File: config.mk
export PLATFORM = sky130hd
export DESIGN_NAME = wb_pattern_master_flat
export DESIGN_NICKNAME = d
export VERILOG_FILES = /design/src/rtl/wb_pattern_master_if.sv /design/src/rtl/wb_pattern_master.sv /design/src/flat_wrapper.sv
export SDC_FILE = /design/constraint.sdc
export NUM_CORES = 1
export LEC_CHECK = 0
export BUFFER_PORTS_ARGS = -buffer_cell sky130_fd_sc_hd__clkbuf_2
export CAP_MARGIN = 25
export CORE_MARGIN = 4
export CORE_UTILIZATION = 40
export CTS_BUF_LIST = sky130_fd_sc_hd__clkbuf_4 sky130_fd_sc_hd__clkbuf_8
export CTS_CLUSTER_SIZE = 25
export DETAILED_ROUTE_END_ITERATION = 6
export PLACE_DENSITY_LB_ADDON = 0.12
export SETUP_SLACK_MARGIN = 0.05
export SYNTH_ARGS = -nofsm -noshare
export SYNTH_HDL_FRONTEND = slang
export SYNTH_SLANG_ARGS = --single-unit
export TNS_END_PERCENT = 10
File: constraint.sdc
create_clock -name sys_clk -period 5.15 [get_ports sys_clk]
set_clock_uncertainty 0.15 [all_clocks]
set_input_delay 0.7725 -clock sys_clk [delete_from_list [all_inputs] [get_ports sys_clk]]
set_output_delay 0.7725 -clock sys_clk [all_outputs]
set_load 0.01 [all_outputs]
File: src/rtl/wb_pattern_master_if.sv
// Wishbone classic bus bundle between the pattern master and an SDRAM-side slave.
// Signal suffixes are from the master's point of view.
interface wb_pattern_master_if #(
  parameter int DW = 32,
  parameter int AW = 26
);
  logic              wb_cyc_o;
  logic              wb_stb_o;
  logic              wb_we_o;
  logic [AW-1:0]     wb_addr_o;
  logic [DW-1:0]     wb_dat_o;
  logic [DW/8-1:0]   wb_sel_o;
  logic [2:0]        wb_cti_o;
  logic              wb_ack_i;
  logic [DW-1:0]     wb_dat_i;

  modport master (
    output wb_cyc_o, wb_stb_o, wb_we_o, wb_addr_o, wb_dat_o, wb_sel_o, wb_cti_o,
    input  wb_ack_i, wb_dat_i
  );

  modport slave (
    input  wb_cyc_o, wb_stb_o, wb_we_o, wb_addr_o, wb_dat_o, wb_sel_o, wb_cti_o,
    output wb_ack_i, wb_dat_i
  );
endinterface

File: src/rtl/wb_pattern_master.sv
// Memory test master: writes an incrementing pattern as a Wishbone burst, reads it
// back, counts mismatches and reports pass/fail, with an ack timeout as the only abort.
module wb_pattern_master #(
  parameter int DW  = 32,
  parameter int AW  = 26,
  parameter int BL  = 5,
  parameter int TMO = 1023
) (
  input  logic                sys_clk,
  input  logic                RESETN,
  input  logic                sdr_init_done,
  input  logic                start,
  input  logic [AW-1:0]       base_addr,
  input  logic [BL-1:0]       burst_len,
  input  logic [DW-1:0]       seed,
  wb_pattern_master_if.master wb,
  output logic                busy,
  output logic                done,
  output logic                pass,
  output logic                timeout,
  output logic [BL:0]         err_cnt,
  output logic [AW-1:0]       first_err_addr
);

  typedef enum logic [2:0] {
    S_IDLE, S_WAIT_INIT, S_WRITE, S_TURN, S_READ, S_DONE
  } state_t;

  localparam int            TW       = 16;
  localparam int            BYTES    = DW / 8;
  localparam logic [BL:0]   ONE_BEAT = 1;
  localparam logic [TW-1:0] TMO_LAST = TW'(TMO - 1);
  localparam logic [2:0]    CTI_INCR = 3'b010;
  localparam logic [2:0]    CTI_EOB  = 3'b111;

  state_t        state_q, state_d;
  logic [AW-1:0] base_q, base_d;
  logic [DW-1:0] seed_q, seed_d;
  logic [BL:0]   last_q, last_d;
  logic [BL:0]   beat_q, beat_d;
  logic [TW-1:0] tmo_q, tmo_d;
  logic          pass_q, pass_d;
  logic          timeout_q, timeout_d;
  logic [BL:0]   err_q, err_d;
  logic [AW-1:0] ferr_q, ferr_d;

  logic          active;
  logic          is_last;
  logic [AW-1:0] beat_addr;
  logic [DW-1:0] beat_data;

  // Beat address/data are derived from the sampled base/seed so a held beat stays stable.
  assign active    = (state_q == S_WRITE) || (state_q == S_READ);
  assign is_last   = (beat_q == last_q);
  assign beat_addr = base_q + AW'(beat_q) * AW'(BYTES);
  assign beat_data = seed_q + DW'(beat_q);

  // NOTE: every variable gets its default before the case so no path can infer a latch.
  always_comb begin
    state_d   = state_q;
    base_d    = base_q;
    seed_d    = seed_q;
    last_d    = last_q;
    beat_d    = beat_q;
    tmo_d     = tmo_q;
    pass_d    = pass_q;
    timeout_d = timeout_q;
    err_d     = err_q;
    ferr_d    = ferr_q;

    case (state_q)
      S_IDLE, S_DONE: begin
        if (start) begin
          base_d    = base_addr;
          seed_d    = seed;
          last_d    = (burst_len == '0) ? {1'b0, {BL{1'b1}}} : ({1'b0, burst_len} - ONE_BEAT);
          beat_d    = '0;
          tmo_d     = '0;
          pass_d    = 1'b0;
          timeout_d = 1'b0;
          err_d     = '0;
          ferr_d    = '0;
          state_d   = sdr_init_done ? S_WRITE : S_WAIT_INIT;
        end
      end

      S_WAIT_INIT: begin
        if (sdr_init_done) state_d = S_WRITE;
      end

      S_WRITE, S_READ: begin
        if (wb.wb_ack_i) begin
          tmo_d = '0;
          if (state_q == S_READ && wb.wb_dat_i != beat_data) begin
            if (err_q != '1) err_d = err_q + ONE_BEAT;
            if (err_q == '0) ferr_d = beat_addr;
          end
          if (is_last) begin
            beat_d = '0;
            if (state_q == S_WRITE) begin
              state_d = S_TURN;
            end else begin
              state_d = S_DONE;
              pass_d  = (err_d == '0) && !timeout_q;
            end
          end else begin
            beat_d = beat_q + ONE_BEAT;
          end
        end else if (tmo_q == TMO_LAST) begin
          state_d   = S_DONE;
          timeout_d = 1'b1;
          pass_d    = 1'b0;
        end else begin
          tmo_d = tmo_q + 16'd1;
        end
      end

      S_TURN: begin
        tmo_d   = '0;
        state_d = S_READ;
      end

      default: state_d = S_IDLE;
    endcase
  end

  // NOTE: sequential state uses non-blocking assignments only, so every flop samples pre-edge values.
  // NOTE: every flop, data registers included, is cleared by reset so all outputs read 0 immediately.
  always_ff @(posedge sys_clk or negedge RESETN) begin
    if (!RESETN) begin
      state_q   <= S_IDLE;
      base_q    <= '0;
      seed_q    <= '0;
      last_q    <= '0;
      beat_q    <= '0;
      tmo_q     <= '0;
      pass_q    <= 1'b0;
      timeout_q <= 1'b0;
      err_q     <= '0;
      ferr_q    <= '0;
    end else begin
      state_q   <= state_d;
      base_q    <= base_d;
      seed_q    <= seed_d;
      last_q    <= last_d;
      beat_q    <= beat_d;
      tmo_q     <= tmo_d;
      pass_q    <= pass_d;
      timeout_q <= timeout_d;
      err_q     <= err_d;
      ferr_q    <= ferr_d;
    end
  end

  // Bus outputs are gated by the active phase so idle and reset drive all-zero.
  always_comb begin
    wb.wb_cyc_o  = active;
    wb.wb_stb_o  = active;
    wb.wb_we_o   = (state_q == S_WRITE);
    wb.wb_addr_o = active ? beat_addr : '0;
    wb.wb_dat_o  = (state_q == S_WRITE) ? beat_data : '0;
    wb.wb_sel_o  = active ? '1 : '0;
    wb.wb_cti_o  = active ? (is_last ? CTI_EOB : CTI_INCR) : 3'b000;
  end

  assign busy           = (state_q == S_WAIT_INIT) || (state_q == S_WRITE) ||
                          (state_q == S_TURN)      || (state_q == S_READ);
  assign done           = (state_q == S_DONE);
  assign pass           = pass_q;
  assign timeout        = timeout_q;
  assign err_cnt        = err_q;
  assign first_err_addr = ferr_q;

endmodule

File: src/flat_wrapper.sv
// flat-port wrapper written by rule: the top's interface ports become plain ports
module wb_pattern_master_flat 
#(
  parameter int DW  = 32,
  parameter int AW  = 26,
  parameter int BL  = 5,
  parameter int TMO = 1023
)
  (sys_clk, RESETN, sdr_init_done, start, base_addr, burst_len, seed, busy, done, pass, timeout, err_cnt, first_err_addr, wb_wb_cyc_o, wb_wb_stb_o, wb_wb_we_o, wb_wb_addr_o, wb_wb_dat_o, wb_wb_sel_o, wb_wb_cti_o, wb_wb_ack_i, wb_wb_dat_i);
  wb_pattern_master_if #(.DW(DW), .AW(AW)) wb_i ();
  input  logic sys_clk;
  input  logic RESETN;
  input  logic sdr_init_done;
  input  logic start;
  input  logic [AW-1:0] base_addr;
  input  logic [BL-1:0] burst_len;
  input  logic [DW-1:0] seed;
  output logic busy;
  output logic done;
  output logic pass;
  output logic timeout;
  output logic [BL:0] err_cnt;
  output logic [AW-1:0] first_err_addr;
  output wire logic [$bits(wb_i.wb_cyc_o)-1:0] wb_wb_cyc_o;
  output wire logic [$bits(wb_i.wb_stb_o)-1:0] wb_wb_stb_o;
  output wire logic [$bits(wb_i.wb_we_o)-1:0] wb_wb_we_o;
  output wire logic [$bits(wb_i.wb_addr_o)-1:0] wb_wb_addr_o;
  output wire logic [$bits(wb_i.wb_dat_o)-1:0] wb_wb_dat_o;
  output wire logic [$bits(wb_i.wb_sel_o)-1:0] wb_wb_sel_o;
  output wire logic [$bits(wb_i.wb_cti_o)-1:0] wb_wb_cti_o;
  input wire logic [$bits(wb_i.wb_ack_i)-1:0] wb_wb_ack_i;
  input wire logic [$bits(wb_i.wb_dat_i)-1:0] wb_wb_dat_i;
  assign wb_wb_cyc_o = wb_i.wb_cyc_o;
  assign wb_wb_stb_o = wb_i.wb_stb_o;
  assign wb_wb_we_o = wb_i.wb_we_o;
  assign wb_wb_addr_o = wb_i.wb_addr_o;
  assign wb_wb_dat_o = wb_i.wb_dat_o;
  assign wb_wb_sel_o = wb_i.wb_sel_o;
  assign wb_wb_cti_o = wb_i.wb_cti_o;
  assign wb_i.wb_ack_i = wb_wb_ack_i;
  assign wb_i.wb_dat_i = wb_wb_dat_i;
  wb_pattern_master #(.DW(DW), .AW(AW), .BL(BL), .TMO(TMO)) u_core (.sys_clk(sys_clk), .RESETN(RESETN), .sdr_init_done(sdr_init_done), .start(start), .base_addr(base_addr), .burst_len(burst_len), .seed(seed), .wb(wb_i), .busy(busy), .done(done), .pass(pass), .timeout(timeout), .err_cnt(err_cnt), .first_err_addr(first_err_addr));
endmodule
==> results of run 1 <==
where the power goes:
part | internal, mW | switching [mW]
logic | 1.27 | 1.52
clock network | 0.503 | 0.441
registers | 1.32 | 0.470
routing by layer:
| metal | global-route usage | up-vias | part of all wire |
|---|---|---|---|
| met1 | 0.2901 | 3433 | 0.44 |
| met3 | 0.05681 | 36 | 0.074 |
| li1 | - | 3500 | - |
| met2 | 0.3379 | 257 | 0.47 |
| met5 | 0 | - | 0.00054 |
| met4 | 0.06110 | 2 | 0.019 |
worst paths after layout:
kind	endpoint	depth (start not counted)	slack (ps)
max in group asynchronous	u_core.tmo_q[10]	2	3650
min in group sys_clk	u_core.first_err_addr[24]	1	340
hold / removal	u_core.seed_q[15]	1	180
setup / recovery	u_core.first_err_addr[6]	14	550
setup reg to reg	u_core.first_err_addr[6]	14	550
hold reg to reg	u_core.first_err_addr[24]	1	340
registers in the layout, summed over array words and instances (netlist names):
signal                 flops
u_core.seed_q             32
u_core.base_q             26
u_core.first_err_addr     26
u_core.tmo_q              16
u_core.beat_q              6
u_core.err_cnt             6
u_core.last_q              6
u_core.state_q             3
u_core.pass                1
u_core.timeout             1
logic make-up after synthesis:
group                    synth area share
AND/OR/NAND/NOR                    0.1939
AO/OA/AOI/OAI                      0.1324
flip-flops                         0.3735
XOR/XNOR                           0.1072
buffers and inverters             0.04403
multiplexers                       0.1168
adder cells (fa/ha/maj)           0.03219
synth_stat cells, drive strengths merged, types with 9 or more instances:
master / count
nor3: 22
nand2b: 13
mux2: 77
dfrtp: 123
nor2: 112
ha: 18
inv: 33
nand3: 38
nor4: 9
and3: 17
xor2: 38
o21ai: 46
nand2: 51
nand4: 18
clkbuf: 24
buf: 23
a21oi: 23
xnor2: 55
worst max-delay path, stage by stage, from the launching register on:
cell,delay (ps)
dfrtp_1,490
ha_1,230
inv_1,60
fa_1,400
nor2b_1,260
o211ai_2,150
a2111oi_0,500
xnor2_1,180
xnor2_1,150
or4_1,510
or4_4,440
nor2_1,210
o22ai_4,90
buf_4,280
mux2_4,350
cell type report:
class / count / area (µm²)
tap: 270 / 337.8
sequential: 123 / 3078
multi-input combinational: 672 / 4816
clock buffer: 18 / 247.7
clock inverter: 14 / 183.9
timing repair buffer: 218 / 1137
fill: 1987 / 10310
inverter: 33 / 123.9
per-stage QoR:
step                      power, mW  worst slack (ps)  cell area, µm²  std cells  utilization
after floorplan               3.705             975.5            8240        875            -
after global placement        4.592             599.4            9484       1314       0.4687
after detailed placement      4.598             533.9            9488       1315       0.4689
after CTS                     5.573             527.3            9920       1347       0.4902
after global routing          5.947             138.8            9925       1348       0.4905
final                         5.512             547.5            9925       1348       0.4905
==> flow_summary.ini, run 1 <==
[synthesis]
synthFlopType = dfrtp_1
syn_area_um2 = 8240
avgSynthCellArea_um2 = 9.418
synth-edff-count = 0
syn_inst = 875
synth.ff_latch_count = 123
syn_nets = 995
yosysTopAreaCell = dfrtp_1
seq_area_frac_synth = 0.3735
ys.warnings.count = 0
synthArstFlopShare = 1.000
yosysUniqueCellTypes = 72
synth.area.top_cells = dfrtp_1 (37%), mux2_2 (7.0%), xnor2_1 (5.8%), nor2_1 (5.1%), xor2_1 (4.0%)
yosys.area.top_type_share = 0.3735

[cells_and_area]
layout.nets = 1185
flow.area_growth_from_synthesis_pct = 20.44
final_common_cell = clkbuf_2
final_layout_size_suffix_gt1_frac = 0.3117
diodes = 0
final_cell_mix = clkbuf_2 (203), dfrtp_1 (123), nor2_1 (111)

[place]
hpwl_um = 18630
port_buffers = 203
gp_congestion = 0.9425

[timing]
period_share = 0.8937
tns_ps = 0
relSlewSlack = 0.5156
fmax_ghz = 0.2173
fin_hold_ws_ps = 181.6
tightest_slew_ps = 726.5
final-hold-violation-count = 0
drv_slew = 0
setup_viol = 0
rsz0062_at_grt = no
fin_crit_ps = 4602

[floorplanning]
die-area_um2 = 22960
design.core.area_um2 = 20230
die_x_um = 151.5
placementRows = 52
die_h_um = 151.5
initial_core_util = 0.4072
io_pins = 204

[cts]
cts_resized = 0
cts_tree = done
cts_sinks = 123
cts-buffers-inserted = 17
worstSkewPairLatency_ps = 440
path_clk_slew_ps = 80
clockBufferDepth = 2
cts.hold.buffers_added = 0
cts-root-buf = clkbuf_8
cts_setup_buffers = 0
ctsHtreeMaxLevel = 4

[setup_path]
cp_max_fo = 26
crit_arrival_ps = 4770
required_ps = 5320
startpoint = u_core.beat_q[0]
critPathLaunchType = flip-flop
worstSetupEndpointType = flip-flop
crit_type = flip-flop to flip-flop
reg2reg_from = u_core.beat_q[0]

[power_and_ir_drop]
max-vdd-ir-drop_uv = 277.6
p_leak_nw = 4.434
power.density_nw_per_um2 = 555.4

[job]
maxCapViolations = 0

[detailed_routing]
drc = 0
ant_nets = 0
first_pass_iters = 7
wl_um = 24200
wire_per_inst_um = 17.95
drt-initial-drc-count = 389
vias_per_cell = 5.362
vias = 7228

[global_routing]
gr-usage-all-layers = 0.2138
grt_pass1_wl_um = 38340
grt_max_degree = 60
antenna_found_initial = 1
grt-ovfl-total = 0
grt_pass1_vias = 7046

[status]
status = finished, final reports clean

[worst_hold_path]
hp-class = primary input to asynchronous set/reset pin
Power figures use the tool's default switching activity.
==> inputs of run 2 (changes only) <==
CORE_ASPECT_RATIO = 1.4   (was not set)
==> run 2 against run 1 <==
Against the previous run:
- setup slack better by 11 ps
- clock-buffer cell count decreased by 1
- routed wire length is 3.1% higher
- utilization increased by 0.22 points
- total power down 0.28%
- non-clock buffer count unchanged
- design area decreased by 0.35%
- sequential share of layout area grew 0.11 points
- final cell count is 1.3% lower
- sequential power about the same
- critical path type unchanged
- largest power group unchanged
==> flow_summary.ini, run 2 (same netlist as run 1, synthesis figures left out) <==
[status]
status = finished, final reports clean

[global_routing]
grt_max_degree = 63
antenna_found_initial = 0
grt-ovfl-total = 0
gr-usage-all-layers = 0.2198
grt_pass1_vias = 7460
grt_pass1_wl_um = 39340

[setup_path]
critPathTopFamily = simple AND/OR/NAND/NOR gates
cpPeakStageDelay_ps = 520
cpMaxStageDelayCell = a2111oi_0
cp.depth = 14
critPathLaunchType = flip-flop
crit_arrival_ps = 4780
cpMostUsedCell = xnor2_1
critPathBufInv = 2
cp_max_fo = 26
crit_chain = ha_1 -> inv_1 -> fa_1 -> nor2b_1 -> o211ai_2 -> a2111oi_0 -> xnor2_1 -> xnor2_1 -> or4_1 -> or4_4 -> nor2_1 -> o22ai_4 -> buf_4 -> mux2_1
crit_type = flip-flop to flip-flop
ff2ff_path_depth = 14
required_ps = 5330
worstSetupEndpointType = flip-flop

[cts]
cts_resized = 0
cts_setup_buffers = 0
cts.hold.buffers_added = 0
cts-buffers-inserted = 17
path_clk_slew_ps = 80
ctsHtreeMaxLevel = 4
clockBufferDepth = 2
cts_tree = done
cts-root-buf = clkbuf_8
cts_sinks = 123
worstSkewPairLatency_ps = 450

[detailed_routing]
drt-initial-drc-count = 404
first_pass_iters = 6
wl_um = 24940
vias = 7251
drc = 0
vias_per_cell = 5.448
wire_per_inst_um = 18.74
ant_nets = 0

[timing]
final-hold-violation-count = 0
fin_crit_ps = 4591
tightest_slew_ps = 941.7
relSlewSlack = 0.3707
period_share = 0.8915
tns_ps = 0
fmax_ghz = 0.2178
drv_slew = 0
setup_viol = 0
rsz0062_at_grt = no

[floorplanning]
initial_core_util = 0.4105
placementRows = 61
io_pins = 204
design.core.area_um2 = 20070
die_h_um = 177.8
die-area_um2 = 22990
die_x_um = 129.3

[cells_and_area]
layout.nets = 1185
final_cell_mix = clkbuf_2 (202), dfrtp_1 (123), nor2_1 (111)
final_common_cell = clkbuf_2
final_layout_size_suffix_gt1_frac = 0.3126
flow.area_growth_from_synthesis_pct = 20.01
regMostFlops = u_core.seed_q
largest_register_ffs = 32

[power_and_ir_drop]
power_mw = 5.497
max-vdd-ir-drop_uv = 220.6
p_leak_nw = 4.433
power.density_nw_per_um2 = 555.9

[place]
gp_congestion = 0.9531
hpwl_um = 19590
port_buffers = 203

[job]
maxCapViolations = 0

[worst_hold_path]
hp-class = primary input to asynchronous set/reset pin
## run 2: cell count changes in the layout (fill, tap and decap cells not counted), sizes merged
cell | previous run | this run
buf | 15 | 16
bufinv | 3 | 2
clkbuf | 221 | 219
clkinvlp | 1 | 0
diode | 0 | 1
inv | 38 | 41
## run 2: where the power goes
part	switching, mW	internal (mW)
clock network	0.460	0.449
logic	1.53	1.27
registers	0.481	1.32
## run 2: layer usage
| layer | global-route usage | part of all wire | vias to the layer above |
|---|---|---|---|
| met4 | 0.1156 | 0.045 | 0 |
| met2 | 0.3886 | 0.52 | 271 |
| li1 | - | - | 3491 |
| met3 | 0.03342 | 0.051 | 74 |
| met5 | 0 | 0 | - |
| met1 | 0.2528 | 0.39 | 3415 |
## run 2: worst register-to-register path: stages, from the launching register on
cell	delay, ps
dfrtp_1	490
ha_1	240
inv_1	60
fa_1	390
nor2b_1	240
o211ai_2	160
a2111oi_0	520
xnor2_1	180
xnor2_1	150
or4_1	520
or4_4	430
nor2_1	210
o22ai_4	80
buf_4	280
mux2_1	390
## run 2: final timing paths
kind,startpoint,to,slack [ps]
setup / recovery,u_core.beat_q[0],u_core.first_err_addr[24],560
setup reg to reg,u_core.beat_q[0],u_core.first_err_addr[24],560
hold / removal,RESETN,u_core.state_q[0],270
min in group sys_clk,u_core.first_err_addr[3],u_core.first_err_addr[3],340
hold reg to reg,u_core.first_err_addr[3],u_core.first_err_addr[3],340
max in group asynchronous,RESETN,u_core.first_err_addr[21],3540
## run 2: final cells by class
type | instances | area, µm²
Timing Repair Buffer | 218 | 1144
Sequential cell | 123 | 3078
Inverter | 33 | 123.9
Multi-Input combinational cell | 672 | 4815
Clock buffer | 17 | 234.0
Clock inverter | 15 | 177.7
Fill cell | 2019 | 10180
Antenna cell | 1 | 2.502
Tap cell | 252 | 315.3
## run 2: stage by stage
step	utilization	setup WS (ps)	instances	hold WS (ps)	cell area (µm²)
finish	0.4927	558.6	1331	271.4	9889
global route	0.4926	251.1	1330	331.7	9887
CTS	0.4926	539.0	1330	280.6	9887
detailed placement	0.4720	572.9	1298	327.6	9475
global placement	0.4720	618.0	1298	317.8	9475
floorplan	-	975.5	875	308.5	8240
